**config.mk**
```make
export PLATFORM = sky130hd
export DESIGN_NAME = piso_serializer
export DESIGN_NICKNAME = d
export VERILOG_FILES = /design/src/rtl/piso_serializer.sv
export SDC_FILE = /design/constraint.sdc
export NUM_CORES = 1
export LEC_CHECK = 0
export CAP_MARGIN = 20
export CORE_ASPECT_RATIO = 1.2
export CORE_UTILIZATION = 45
export CTS_BUF_LIST = sky130_fd_sc_hd__clkbuf_4 sky130_fd_sc_hd__clkbuf_8
export DETAILED_ROUTE_END_ITERATION = 12
export MAX_ROUTING_LAYER = met4
export PLACE_DENSITY = 0.78
export SETUP_SLACK_MARGIN = 0.3
export SKIP_LAST_GASP = 1
export SYNTH_ARGS = -nofsm -noshare
export SYNTH_HDL_FRONTEND = slang
export SYNTH_SLANG_ARGS = --single-unit
```
**constraint.sdc**
```tcl
create_clock -name clk -period 2.8 [get_ports clk]
set_clock_uncertainty 0.05 [all_clocks]
set_input_delay 0.56 -clock clk [delete_from_list [all_inputs] [get_ports clk]]
set_output_delay 0.56 -clock clk [all_outputs]
set_load 0.1 [all_outputs]
```
**src/rtl/piso_serializer.sv**
```systemverilog
// rtl/piso_serializer.sv - parallel-in serial-out shifter with valid/ready load and tick-driven shifting
//
// Purpose:
//   Accepts a WIDTH-bit word through a valid/ready handshake and emits it
//   one bit per shift_en tick. ser_valid/busy mark frame bits and done
//   pulses for one cycle after the last bit has been consumed.
//
// Parameters:
//   WIDTH      word length in bits (>= 2)
//   MSB_FIRST  1 = emit bit WIDTH-1 first, 0 = emit bit 0 first
//
// Ports:
//   clk         system clock, all state updates on posedge
//   rst_n       asynchronous active-low reset
//   load_valid  source presents a word on load_data
//   load_ready  block can accept a word this cycle
//   load_data   parallel word to transmit
//   shift_en    bit-advance tick, sampled on posedge clk
//   ser_out     current serial bit
//   ser_valid   ser_out holds a frame bit
//   busy        frame in progress (same as ser_valid)
//   done        one-cycle pulse after the last bit is consumed

module piso_serializer #(
    parameter int WIDTH     = 10,
    parameter bit MSB_FIRST = 1'b1
) (
    input  logic             clk,
    input  logic             rst_n,
    input  logic             load_valid,
    output logic             load_ready,
    input  logic [WIDTH-1:0] load_data,
    input  logic             shift_en,
    output logic             ser_out,
    output logic             ser_valid,
    output logic             busy,
    output logic             done
);

    localparam int CW = $clog2(WIDTH + 1);
    localparam logic [CW-1:0] BCNT_FULL = CW'(WIDTH);
    localparam logic [CW-1:0] BCNT_ONE  = CW'(1);
    localparam logic [CW-1:0] BCNT_ZERO = '0;

    typedef enum logic {
        IDLE  = 1'b0,
        SHIFT = 1'b1
    } state_t;

    state_t           state_q, state_d;
    logic [WIDTH-1:0] sreg_q,  sreg_d;
    logic [CW-1:0]    bcnt_q,  bcnt_d;
    logic             done_q,  done_d;

    // State register
    always_ff @(posedge clk or negedge rst_n) begin
        if (!rst_n) begin
            state_q <= IDLE;
            sreg_q  <= '0;
            bcnt_q  <= '0;
            done_q  <= 1'b0;
        end else begin
            state_q <= state_d;
            sreg_q  <= sreg_d;
            bcnt_q  <= bcnt_d;
            done_q  <= done_d;
        end
    end

    // Next-state and datapath
    always_comb begin
        state_d = state_q;
        sreg_d  = sreg_q;
        bcnt_d  = bcnt_q;
        done_d  = 1'b0;
        case (state_q)
            IDLE: begin
                if (load_valid) begin
                    sreg_d  = load_data;
                    bcnt_d  = BCNT_FULL;
                    state_d = SHIFT;
                end
            end
            SHIFT: begin
                // bcnt is never zero in SHIFT; the guard keeps the counter from wrapping.
                if (shift_en && (bcnt_q != BCNT_ZERO)) begin
                    if (MSB_FIRST) begin
                        sreg_d = {sreg_q[WIDTH-2:0], 1'b0};
                    end else begin
                        sreg_d = {1'b0, sreg_q[WIDTH-1:1]};
                    end
                    bcnt_d = bcnt_q - BCNT_ONE;
                    if (bcnt_q == BCNT_ONE) begin
                        state_d = IDLE;
                        done_d  = 1'b1;
                    end
                end
            end
            default: begin
                state_d = IDLE;
            end
        endcase
    end

    // Outputs
    always_comb begin
        load_ready = (state_q == IDLE);
        ser_valid  = (state_q == SHIFT);
        busy       = ser_valid;
        ser_out    = 1'b0;
        if (state_q == SHIFT) begin
            ser_out = MSB_FIRST ? sreg_q[WIDTH-1] : sreg_q[0];
        end
        done = done_q;
    end

endmodule
```
* Word level (Yosys, flattened, before mapping)
Cells that the tools add are included.
Operators by class: $add $sub $neg 1, eq/ne operators 3, muxes and demuxes 14, bitwise operators 1, reductions and logical operators 3
Operator list (number):
- $mux 10 | 2
- $pmux 10 s2 | 1
- $mux 4 | 2
- $pmux 4 s2 | 1
- $mux 1 | 7
- $eq 4x1->1 const B | 1
- $reduce_bool 4->1 | 1
- $sub 4x1->4 const B | 1
- $ne 2x1->1 const B | 1
- $ne 2x2->1 const B | 1
- $pmux 1 s2 | 1
- $reduce_and 2->1 | 1
- $logic_and 1x1->1 | 1
- $not 1->1 | 1
Word-level totals: bits in registers 16, bits of input ports 14, output and inout port bits 5, logic and storage cells 26

* Depth between registers and ports, before layout
Gate-level depths: netlist (run 1).
depth in word-level cells 4, depth in mapped cells 6

* Worst setup path after synthesis (run 1)
Ideal clock, no wire load.
path type reg2out, start register state_q, in the netlist busy, end output port ser_out, data arrival time 2166 ps, required time 2190 ps, path slack 24 ps, cell stages (with the launch flop) 4, path buffers 2, cell sequence dfrtp_1 > buf_4 > buf_2 > and2_1
Between the ends: word-level cells in the longest chain between the ends 1
Ends and longest elaborated chain:
- from (decl) | line 50 | state_t state_q, state_d;
- from (signal assigned) | line 63 | state_q <= state_d;
- $mux 1 | line 111 | if (state_q == SHIFT) begin
- to (decl) | line 34 | output logic ser_out,
Every way passes these cells.

* Final worst setup path (run 1)
Same ends and word-level chain as after synthesis.

==> flow_summary_export.csv, run 1 <==
group,metric,value,unit
route,detail-route-antenna-nets,0,
timing,grt_setup_unrepaired,"no",
critical_path,endpoint_arrival_time_on_the_critical_path,1.56,ns
pwr,power.ir.vdd_worst,0.465,mV
grt,grt.total_usage,0.155,
min_path,worst_hold_depth,1,
critical_path,worst-r2r-cell-count,4,
route,drtIter0Drc,3,
floorplanning,area_of_the_die,2110,µm²
synth,netlist_area,870,µm²
clock_network,resized_gates_after_cts,0,
min_path,holdPathEnd,"sreg_q[1]",
synth,synthesis.instances,69,
route,drt-wirelength-per-cell,12.4,µm
critical_path,worst_r2r_endpoint,"sreg_q[6]",
critical_path,crit_required,2.19,ns
cells_and_area,layout-area-overhead-vs-synth,22.0,%
timing,tns,0,ns
timing,max-slew-margin-rel,0.539,
route,drt-total-wl,1.31,mm
cells_and_area,layout.cells.most_common,"sky130_fd_sc_hd__dfrtp_1",
timing,fmax,461,MHz
timing,setup_viol,0,
clock_network,clock_tree_from_tritoncts,"built",
route,number_of_remaining_drc_errors,0,
synth,postSynthAreaPerCell,12.6,µm²
pwr,register_share_of_total_power,0.365,
pwr,clock_power_share,0.107,
placed_design,routabilityCongestion,0.736,
cells_and_area,fin_util,0.580,
synth,synth_seq_cells,16,
min_path,hold_path.startpoint,"sreg_q[1]",
grt,first_global_vias,565,
placed_design,place.detailed.hpwl,957,µm
critical_path,critical_path_peak_fanout,18,
floorplanning,starting_utilization_of_the_core_area,0.475,
grt,grt_start_max_net_pins,19,
critical_path,worstSetupStartpointType,"flip-flop",
timing,final_hold_viol_count,0,
critical_path,end_kind,"output port",
pwr,power-per-cell-area,1050,nW/µm²
clock_network,cts_made_buffers,3,
synth,synth-seq-area-share,0.460,
timing,finalMaxSlewViolations,0,
critical_path,rrSetupSlack,0.96,ns
placed_design,placement.cell_area,1040,µm²
floorplanning,dieHeight,50.2,µm
placed_design,numPortBuffers,18,
synth,ys_types,24,
min_path,holdCritPathClass,"reg -> reg",
grt,antenna_found_initial,0,
pwr,power.switching_fraction,0.407,
clock_network,worst_skew_pair.late_latency,0.28,ns
clock_network,cts_buffer_depth,2,
clock_network,htree_num_levels,1,
cells_and_area,design_area,1060,µm²
pwr,pwr-share-comb,0.528,
clock_network,cts.sink_count,16,
clock_network,post_cts_hold_buffer_count,0,
pwr,total_leakage_power,0.509,nW
timing,timing.final.crit_period,2.17,ns
flow_run,number_of_max_capacitance_violations_reported,0,
pwr,p_sw,0.000455,W
route,route.detailed.vias_per_inst,5.21,
timing,final_min_period_over_clock_period,0.775,
critical_path,setup.worst_path.class,"reg -> out",
cells_and_area,layout.nets,106,
cells_and_area,post_route_cells_drive_above_1_share,0.356,
clock_network,clk_pin_slew_worst_paths,0.09,ns
route,route.vias.total,552,
grt,overflow,0,
grt,grt_pass1_wl,2.39,mm
route,dr.pass1.iters,2,
timing,transition_time_at_the_pin_with_the_least_slew_margin,0.689,ns
status,run_status,"completed",
cells_and_area,antenna_cells_inserted,0,
floorplanning,die-width,42.1,µm
synth,synthesis.nets,86,
cells_and_area,commonest_cells_after_routing_fill_and_taps_aside,"sky130_fd_sc_hd__dfrtp_1, sky130_fd_sc_hd__clkdlybuf4s50_1, sky130_fd_sc_hd__mux2_2",
clock_network,cts-root-buf,"sky130_fd_sc_hd__clkbuf_4",
floorplanning,core_region_area,1830,µm²
critical_path,worst_r2r_startpoint,"busy",
floorplanning,num_rows,17,
clock_network,post-cts-setup-buffer-count,0,
pwr,power.internal,0.000663,W
floorplanning,io_pins,19,
synth,yosys_warnings,0,
## state kept, by name, indices dropped and copies added (netlist names)
| signal | flops |
|---|---|
| sreg_q | 10 |
| busy | 1 |
| bcnt_q | 4 |
| done | 1 |
## cells in the mapped netlist, drive strengths merged
cell type | number | share of area
a2bb2oi | 2 | 0.020
and2 | 1 | 0.0072
buf | 4 | 0.036
dfrtp | 16 | 0.46
ha | 3 | 0.043
inv | 5 | 0.022
mux2 | 18 | 0.26
mux2i | 1 | 0.012
nand2 | 3 | 0.016
nand2b | 3 | 0.022
nand4b | 1 | 0.010
nor2 | 3 | 0.013
nor3 | 1 | 0.0057
nor3b | 1 | 0.022
nor4 | 1 | 0.0072
o21ai | 3 | 0.022
o22ai | 1 | 0.0072
o31a | 1 | 0.010
or3 | 1 | 0.0072
## cell type report
type,instances,area [µm²]
inverters,5,18.8
fillers,154,768
multi-input cells,44,420
flip-flops and latches,16,400
repair buffers,19,175
well taps,19,23.8
clock buffers,3,22.5
## metrics by stage
| stage | setup slack [ns] | cells | total power, W | hold slack, ns |
|---|---|---|---|---|
| 2_1_floorplan | 0.308 | 69 | 0.000911 | 0.214 |
| 3_3_place_gp | 0.722 | 103 | 0.00100 | 0.440 |
| 3_5_place_dp | 0.694 | 103 | 0.00101 | 0.444 |
| 4_1_cts | 0.596 | 106 | 0.00113 | 0.464 |
| 5_1_grt | 0.523 | 106 | 0.00120 | 0.478 |
| 6_report | 0.629 | 106 | 0.00112 | 0.459 |
## kinds of logic after synthesis
group,synth area share
and+or+nand+nor,0.109
DFF,0.460
buffers and inverters,0.0575
AOI/OAI and AO/OA,0.0590
muxes,0.271
adders and majority gates,0.0432
## per-layer routing
metal  up-vias  GRT usage  share of wire
met4         0      0.109          0.035
met2        15      0.224           0.44
li1        274          -              -
met3         5     0.0108          0.033
met1       258      0.206           0.49
met5         -          -              0
## worst max-delay path by stage
stage	startpoint	end	slack (ns)	depth (start not counted)
3_3_place_gp	shift_en	sreg_q[6]	0.72	5
3_5_place_dp	shift_en	sreg_q[6]	0.69	5
6_report	busy	ser_out	0.63	2
5_1_grt	busy	ser_out	0.52	2
2_1_floorplan	busy	ser_out	0.31	3
4_1_cts	busy	ser_out	0.60	2
## worst max-delay path: stages (launching register included)
cell and delay [ns]:
sky130_fd_sc_hd__dfrtp_1 0.74, sky130_fd_sc_hd__and2_2 0.26, sky130_fd_sc_hd__buf_4 0.28
## power by group through the flow
| stage | Sequential (W) | Clock, W | Combinational [W] |
|---|---|---|---|
| 2_1_floorplan | 0.000423 | 0 | 0.000488 |
| 3_3_place_gp | 0.000411 | 0 | 0.000590 |
| 3_5_place_dp | 0.000415 | 0 | 0.000595 |
| 4_1_cts | 0.000412 | 0.000123 | 0.000597 |
| 5_1_grt | 0.000428 | 0.000127 | 0.000642 |
| 6_report | 0.000409 | 0.000119 | 0.000591 |
Note: power is estimated with default switching activity, not from simulation.
==> run 2: changes to the inputs <==
- clock period: 2.8 -> 2.01 ns (I/O delays scaled with it)
==> flow_summary_export.csv, run 2 (synthesis results as in run 1) <==
group,metric,value,unit
critical_path,slowest_cell_on_crit_path,"sky130_fd_sc_hd__dfrtp_1",
route,route.vias.total,626,
critical_path,worstSetupEndpoint,"sreg_q[6]",
clock_network,clock_tree_from_tritoncts,"built",
floorplanning,area_of_the_die,2110,µm²
cells_and_area,layout.cells.most_common,"sky130_fd_sc_hd__dfrtp_1",
critical_path,worst_r2r_endpoint,"sreg_q[6]",
route,number_of_remaining_drc_errors,0,
critical_path,worst-r2r-cell-count,6,
clock_network,post_cts_hold_buffer_count,0,
route,drt-wirelength-per-cell,14.7,µm
critical_path,worstSetupStartpointType,"flip-flop",
pwr,power.switching_fraction,0.389,
clock_network,cts.sink_count,16,
floorplanning,dieHeight,50.2,µm
grt,grt_pass1_wl,2.41,mm
flow_run,number_of_max_capacitance_violations_reported,0,
clock_network,cts_made_buffers,3,
cells_and_area,commonest_cells_after_routing_fill_and_taps_aside,"sky130_fd_sc_hd__dfrtp_1, sky130_fd_sc_hd__clkdlybuf4s50_1, sky130_fd_sc_hd__mux2_2",
cells_and_area,antenna_cells_inserted,0,
timing,fmax,594,MHz
pwr,p_sw,0.000738,W
timing,max-slew-margin-rel,0.742,
timing,timing.final.crit_period,1.68,ns
timing,tns,0,ns
critical_path,end_kind,"flip-flop",
clock_network,htree_num_levels,1,
cells_and_area,layout-area-overhead-vs-synth,43.7,%
grt,grt_start_max_net_pins,17,
pwr,power.internal,0.00116,W
critical_path,worst_r2r_startpoint,"bcnt_q[0]",
route,dr.pass1.iters,8,
cells_and_area,post_route_cells_drive_above_1_share,0.469,
cells_and_area,filler_cell_count,135,
timing,transition_time_at_the_pin_with_the_least_slew_margin,0.384,ns
pwr,register_share_of_total_power,0.300,
grt,grt.total_usage,0.158,
timing,final_min_period_over_clock_period,0.838,
critical_path,rrSetupSlack,0.33,ns
clock_network,clk_pin_slew_worst_paths,0.10,ns
pwr,power-per-cell-area,1520,nW/µm²
placed_design,routabilityCongestion,0.792,
placed_design,place.detailed.hpwl,1.07,mm
timing,finalMaxSlewViolations,0,
route,detail-route-antenna-nets,0,
min_path,holdCritPathClass,"in -> async",
pwr,total_leakage_power,0.578,nW
critical_path,critical_path.max_stage_delay,0.41,ns
critical_path,timing.critical_path.from,"bcnt_q[0]",
floorplanning,num_rows,17,
floorplanning,io_pins,19,
route,drt-total-wl,1.69,mm
grt,antenna_found_initial,0,
cells_and_area,top_register,"sreg_q",
critical_path,endpoint_arrival_time_on_the_critical_path,1.80,ns
critical_path,crit_required,2.13,ns
clock_network,cts-root-buf,"sky130_fd_sc_hd__clkbuf_4",
placed_design,numPortBuffers,18,
timing,final_hold_viol_count,0,
grt,first_global_vias,585,
critical_path,path_cells,"inv_2, ha_4, nor3b_4, o21ai_4, buf_12, mux2_2",
timing,grt_setup_unrepaired,"no",
clock_network,worst_skew_pair.late_latency,0.28,ns
status,run_status,"completed",
grt,overflow,0,
placed_design,post_place_cells,104,
clock_network,cts_buffer_depth,2,
pwr,pwr-share-comb,0.601,
floorplanning,starting_utilization_of_the_core_area,0.475,
cells_and_area,layout.nets,114,
floorplanning,die-width,42.1,µm
critical_path,critical_path_peak_fanout,7,
route,drtIter0Drc,15,
pwr,power.ir.vdd_worst,0.672,mV
critical_path,setup.worst_path.class,"reg -> reg",
cells_and_area,final-instance-count-excl-fill,115,
cells_and_area,layout_top_registers,"sreg_q (10), bcnt_q (4)",
timing,setup_viol,0,
floorplanning,core_region_area,1830,µm²
route,route.detailed.vias_per_inst,5.44,
pwr,clock_power_share,0.099,
cells_and_area,largest_register_ffs,10,
[run 2: routing by layer]
metal  global-route usage  wire, µm
met4               0.0781        41
met1                0.160       634
met3               0.0252        79
met2                0.292       934
met5                    -         0
[run 2: worst min-delay path by stage]
stage	startpoint	end	slack [ns]	cells after the start
floorplan	rst_n	bcnt_q[0]	0.06	0
global placement	sreg_q[7]	sreg_q[7]	0.44	1
detailed placement	sreg_q[2]	sreg_q[2]	0.44	1
CTS	rst_n	busy	0.37	2
global route	rst_n	busy	0.38	2
finish	rst_n	busy	0.37	2
[run 2: power by group through the flow]
| stage | Clock, W | Combinational (W) | Sequential [W] |
|---|---|---|---|
| after global placement | 0 | 0.000929 | 0.000588 |
| final | 0.000187 | 0.00114 | 0.000570 |
| after CTS | 0.000194 | 0.00102 | 0.000565 |
| after global routing | 0.000214 | 0.00121 | 0.000583 |
| after floorplan | 0 | 0.000702 | 0.000595 |
| after detailed placement | 0 | 0.000946 | 0.000594 |
[run 2: area by class of cell]
type	instances	area, µm²	area share
clock buffers	4	30.0	0.0240
inverters	5	22.5	0.0180
multi-input cells	44	442	0.353
flip-flops and latches	16	404	0.323
well taps	19	23.8	0.0190
repair buffers	27	328	0.262
[run 2: what timing repair did]
action	CTS	global route
setup endpoints to repair	1	9
pin swaps	0	1
gates resized for setup	0	5
setup buffers	3	3
gates cloned	0	1
[run 2: metrics by stage]
step,hold slack (ns),util,area [µm²],total power (W),setup WS [ns]
global placement,0.436,0.611,1120,0.00152,0.141
floorplan,0.0564,-,890,0.00130,0.241
detailed placement,0.442,0.611,1120,0.00154,0.0991
global route,0.379,0.683,1250,0.00200,0.285
CTS,0.375,0.646,1180,0.00178,0.312
finish,0.369,0.683,1250,0.00190,0.327
[run 2: worst max-delay path: cells and delay by family, from the launching register on]
kind / cells / cell delay, ns
muxes: 1 / 0.33
AOI/OAI and AO/OA: 1 / 0.22
buffers and inverters: 2 / 0.23
adders and majority gates: 1 / 0.16
and+or+nand+nor: 1 / 0.16
DFF: 1 / 0.41
==> run 3: changes to the inputs <==
- clock period: 2.01 -> 1.6 ns (I/O delays scaled with it)
==> flow_summary_export.csv, run 3 (synthesis results as in run 1) <==
group,metric,value,unit
pwr,total_leakage_power,0.658,nW
placed_design,post_place_cells,116,
timing,tns,-0.00438,ns
critical_path,rrSetupSlack,0.03,ns
pwr,pwr-share-comb,0.639,
floorplanning,die-width,42.1,µm
cells_and_area,post_route_cells_drive_above_1_share,0.587,
placed_design,routabilityCongestion,0.826,
clock_network,htree_num_levels,1,
timing,max-slew-margin-rel,0.813,
grt,grt_start_max_net_pins,17,
floorplanning,core_region_area,1830,µm²
floorplanning,io_pins,19,
critical_path,end_kind,"output port",
pwr,p_sw,0.00103,W
grt,first_global_vias,746,
grt,antenna_found_initial,0,
timing,timing.final.ws_setup,-0.00438,ns
cells_and_area,layout.cells.most_common,"sky130_fd_sc_hd__buf_4",
route,dr.pass1.iters,4,
pwr,power.internal,0.00165,W
critical_path,crit_required,1.23,ns
route,route.detailed.vias_per_inst,5.26,
floorplanning,dieHeight,50.2,µm
critical_path,timing.critical_path.max_delay_family,"flip-flops",
critical_path,endpoint_arrival_time_on_the_critical_path,1.23,ns
critical_path,worst_r2r_endpoint,"sreg_q[2]",
clock_network,post_cts_hold_buffer_count,0,
cells_and_area,fin_util,0.768,
clock_network,clock_tree_from_tritoncts,"built",
route,number_of_remaining_drc_errors,0,
timing,finalMaxSlewViolations,0,
cells_and_area,design_area,1410,µm²
grt,grt.total_usage,0.237,
timing,grt_setup_unrepaired,"yes",
timing,setup_viol,1,
cells_and_area,antenna_cells_inserted,0,
cells_and_area,filler_cell_count,112,
pwr,power.ir.vdd_worst,1.16,mV
critical_path,worst-r2r-cell-count,5,
timing,fmax,623,MHz
cells_and_area,multi_input_area,492,µm²
floorplanning,num_rows,17,
cells_and_area,layout.nets,127,
critical_path,worst_r2r_startpoint,"busy",
clock_network,worst_skew_pair.late_latency,0.29,ns
route,route.vias.total,673,
placed_design,placement.cell_area,1240,µm²
critical_path,path_cells,"buf_12, and2_4, buf_12",
cells_and_area,final-instance-count-excl-fill,128,
timing,transition_time_at_the_pin_with_the_least_slew_margin,0.281,ns
status,run_status,"finished, violations left",
route,drt-total-wl,2.03,mm
cells_and_area,seqCellArea,404,µm²
floorplanning,starting_utilization_of_the_core_area,0.475,
clock_network,cts.sink_count,16,
pwr,clock_power_share,0.102,
grt,grt_pass1_wl,3.52,mm
timing,timing.final.crit_period,1.60,ns
cells_and_area,largest_register_ffs,10,
timing,final_min_period_over_clock_period,1.00,
pwr,register_share_of_total_power,0.259,
critical_path,critical_path_peak_fanout,4,
cells_and_area,layout_top_registers,"sreg_q (10), bcnt_q (4)",
critical_path,worstSetupStartpointType,"flip-flop",
placed_design,place.detailed.hpwl,1.32,mm
grt,overflow,0,
pwr,power-per-cell-area,1910,nW/µm²
route,detail-route-antenna-nets,0,
clock_network,cts_made_buffers,3,
timing,final_hold_viol_count,0,
pwr,total_power,0.00268,W
route,drt-wirelength-per-cell,15.9,µm
floorplanning,area_of_the_die,2110,µm²
critical_path,path_common_cell,"sky130_fd_sc_hd__buf_12",
clock_network,cts-root-buf,"sky130_fd_sc_hd__clkbuf_4",
cells_and_area,commonest_cells_after_routing_fill_and_taps_aside,"sky130_fd_sc_hd__buf_4, sky130_fd_sc_hd__dfrtp_1, sky130_fd_sc_hd__clkdlybuf4s50_1",
route,drtIter0Drc,5,
min_path,holdCritPathClass,"in -> async",
pwr,power.switching_fraction,0.385,
clock_network,clk_pin_slew_worst_paths,0.09,ns
cells_and_area,layout-area-overhead-vs-synth,61.6,%
critical_path,slowest_cell_on_crit_path,"sky130_fd_sc_hd__dfrtp_4",
flow_run,number_of_max_capacitance_violations_reported,0,
placed_design,numPortBuffers,18,
critical_path,path_buf_inv,2,
cells_and_area,top_register,"sreg_q",
critical_path,setup.worst_path.class,"reg -> out",
clock_network,cts_buffer_depth,2,
critical_path,critical_path.max_stage_delay,0.51,ns
status,failed_checks,"setup timing",
run 3: worst register-to-register path, stage by stage (launching register included):
cell and delay [ns]:
sky130_fd_sc_hd__dfrtp_4 0.51, sky130_fd_sc_hd__buf_12 0.14, sky130_fd_sc_hd__buf_4 0.13, sky130_fd_sc_hd__buf_6 0.11, sky130_fd_sc_hd__mux2_2 0.26, sky130_fd_sc_hd__mux2_4 0.26
run 3: power by group through the flow:
stage	clock network [W]	registers, W	logic, W
6_report	0.000273	0.000694	0.00171
5_1_grt	0.000293	0.000714	0.00181
4_1_cts	0.000284	0.000686	0.00164
3_5_place_dp	0	0.000703	0.00143
3_3_place_gp	0	0.000691	0.00139
2_1_floorplan	0	0.000751	0.000905
run 3: worst max-delay path by stage:
stage                   from    endpoint  cells past startpoint
global placement    shift_en   sreg_q[9]                      5
detailed placement  shift_en   sreg_q[6]                      5
global route            busy     ser_out                      3
floorplan               busy  load_ready                      3
CTS                     busy     ser_out                      3
finish                  busy     ser_out                      3
run 3: metal layers:
| layer | track usage | vias up | wire length (µm) |
|---|---|---|---|
| met1 | 0.251 | 332 | 785 |
| met3 | 0.0396 | 6 | 68 |
| li1 | - | 319 | - |
| met5 | - | - | 0 |
| met4 | 0.141 | 0 | 52 |
| met2 | 0.414 | 16 | 1130 |
run 3: area by class of cell:
type | instances | share of cell area
inverters | 5 | 0.0160
multi-input cells | 44 | 0.350
well taps | 19 | 0.0169
clock buffers | 4 | 0.0258
repair buffers | 40 | 0.304
flip-flops and latches | 16 | 0.288
run 3: what timing repair did:
action / CTS / global route
pin swaps: 3 / 1
gates resized for setup: 14 / 3
setup buffers: 7 / 1
setup endpoints to repair: 18 / 20
run 3: stage by stage:
stage / hold slack, ns / worst slack [ns]
3_5_place_dp: 0.441 / -0.0904
6_report: 0.291 / -0.00438
5_1_grt: 0.308 / -0.0262
4_1_cts: 0.286 / -0.0201
3_3_place_gp: 0.440 / -0.0759
2_1_floorplan: -0.0256 / -0.0890
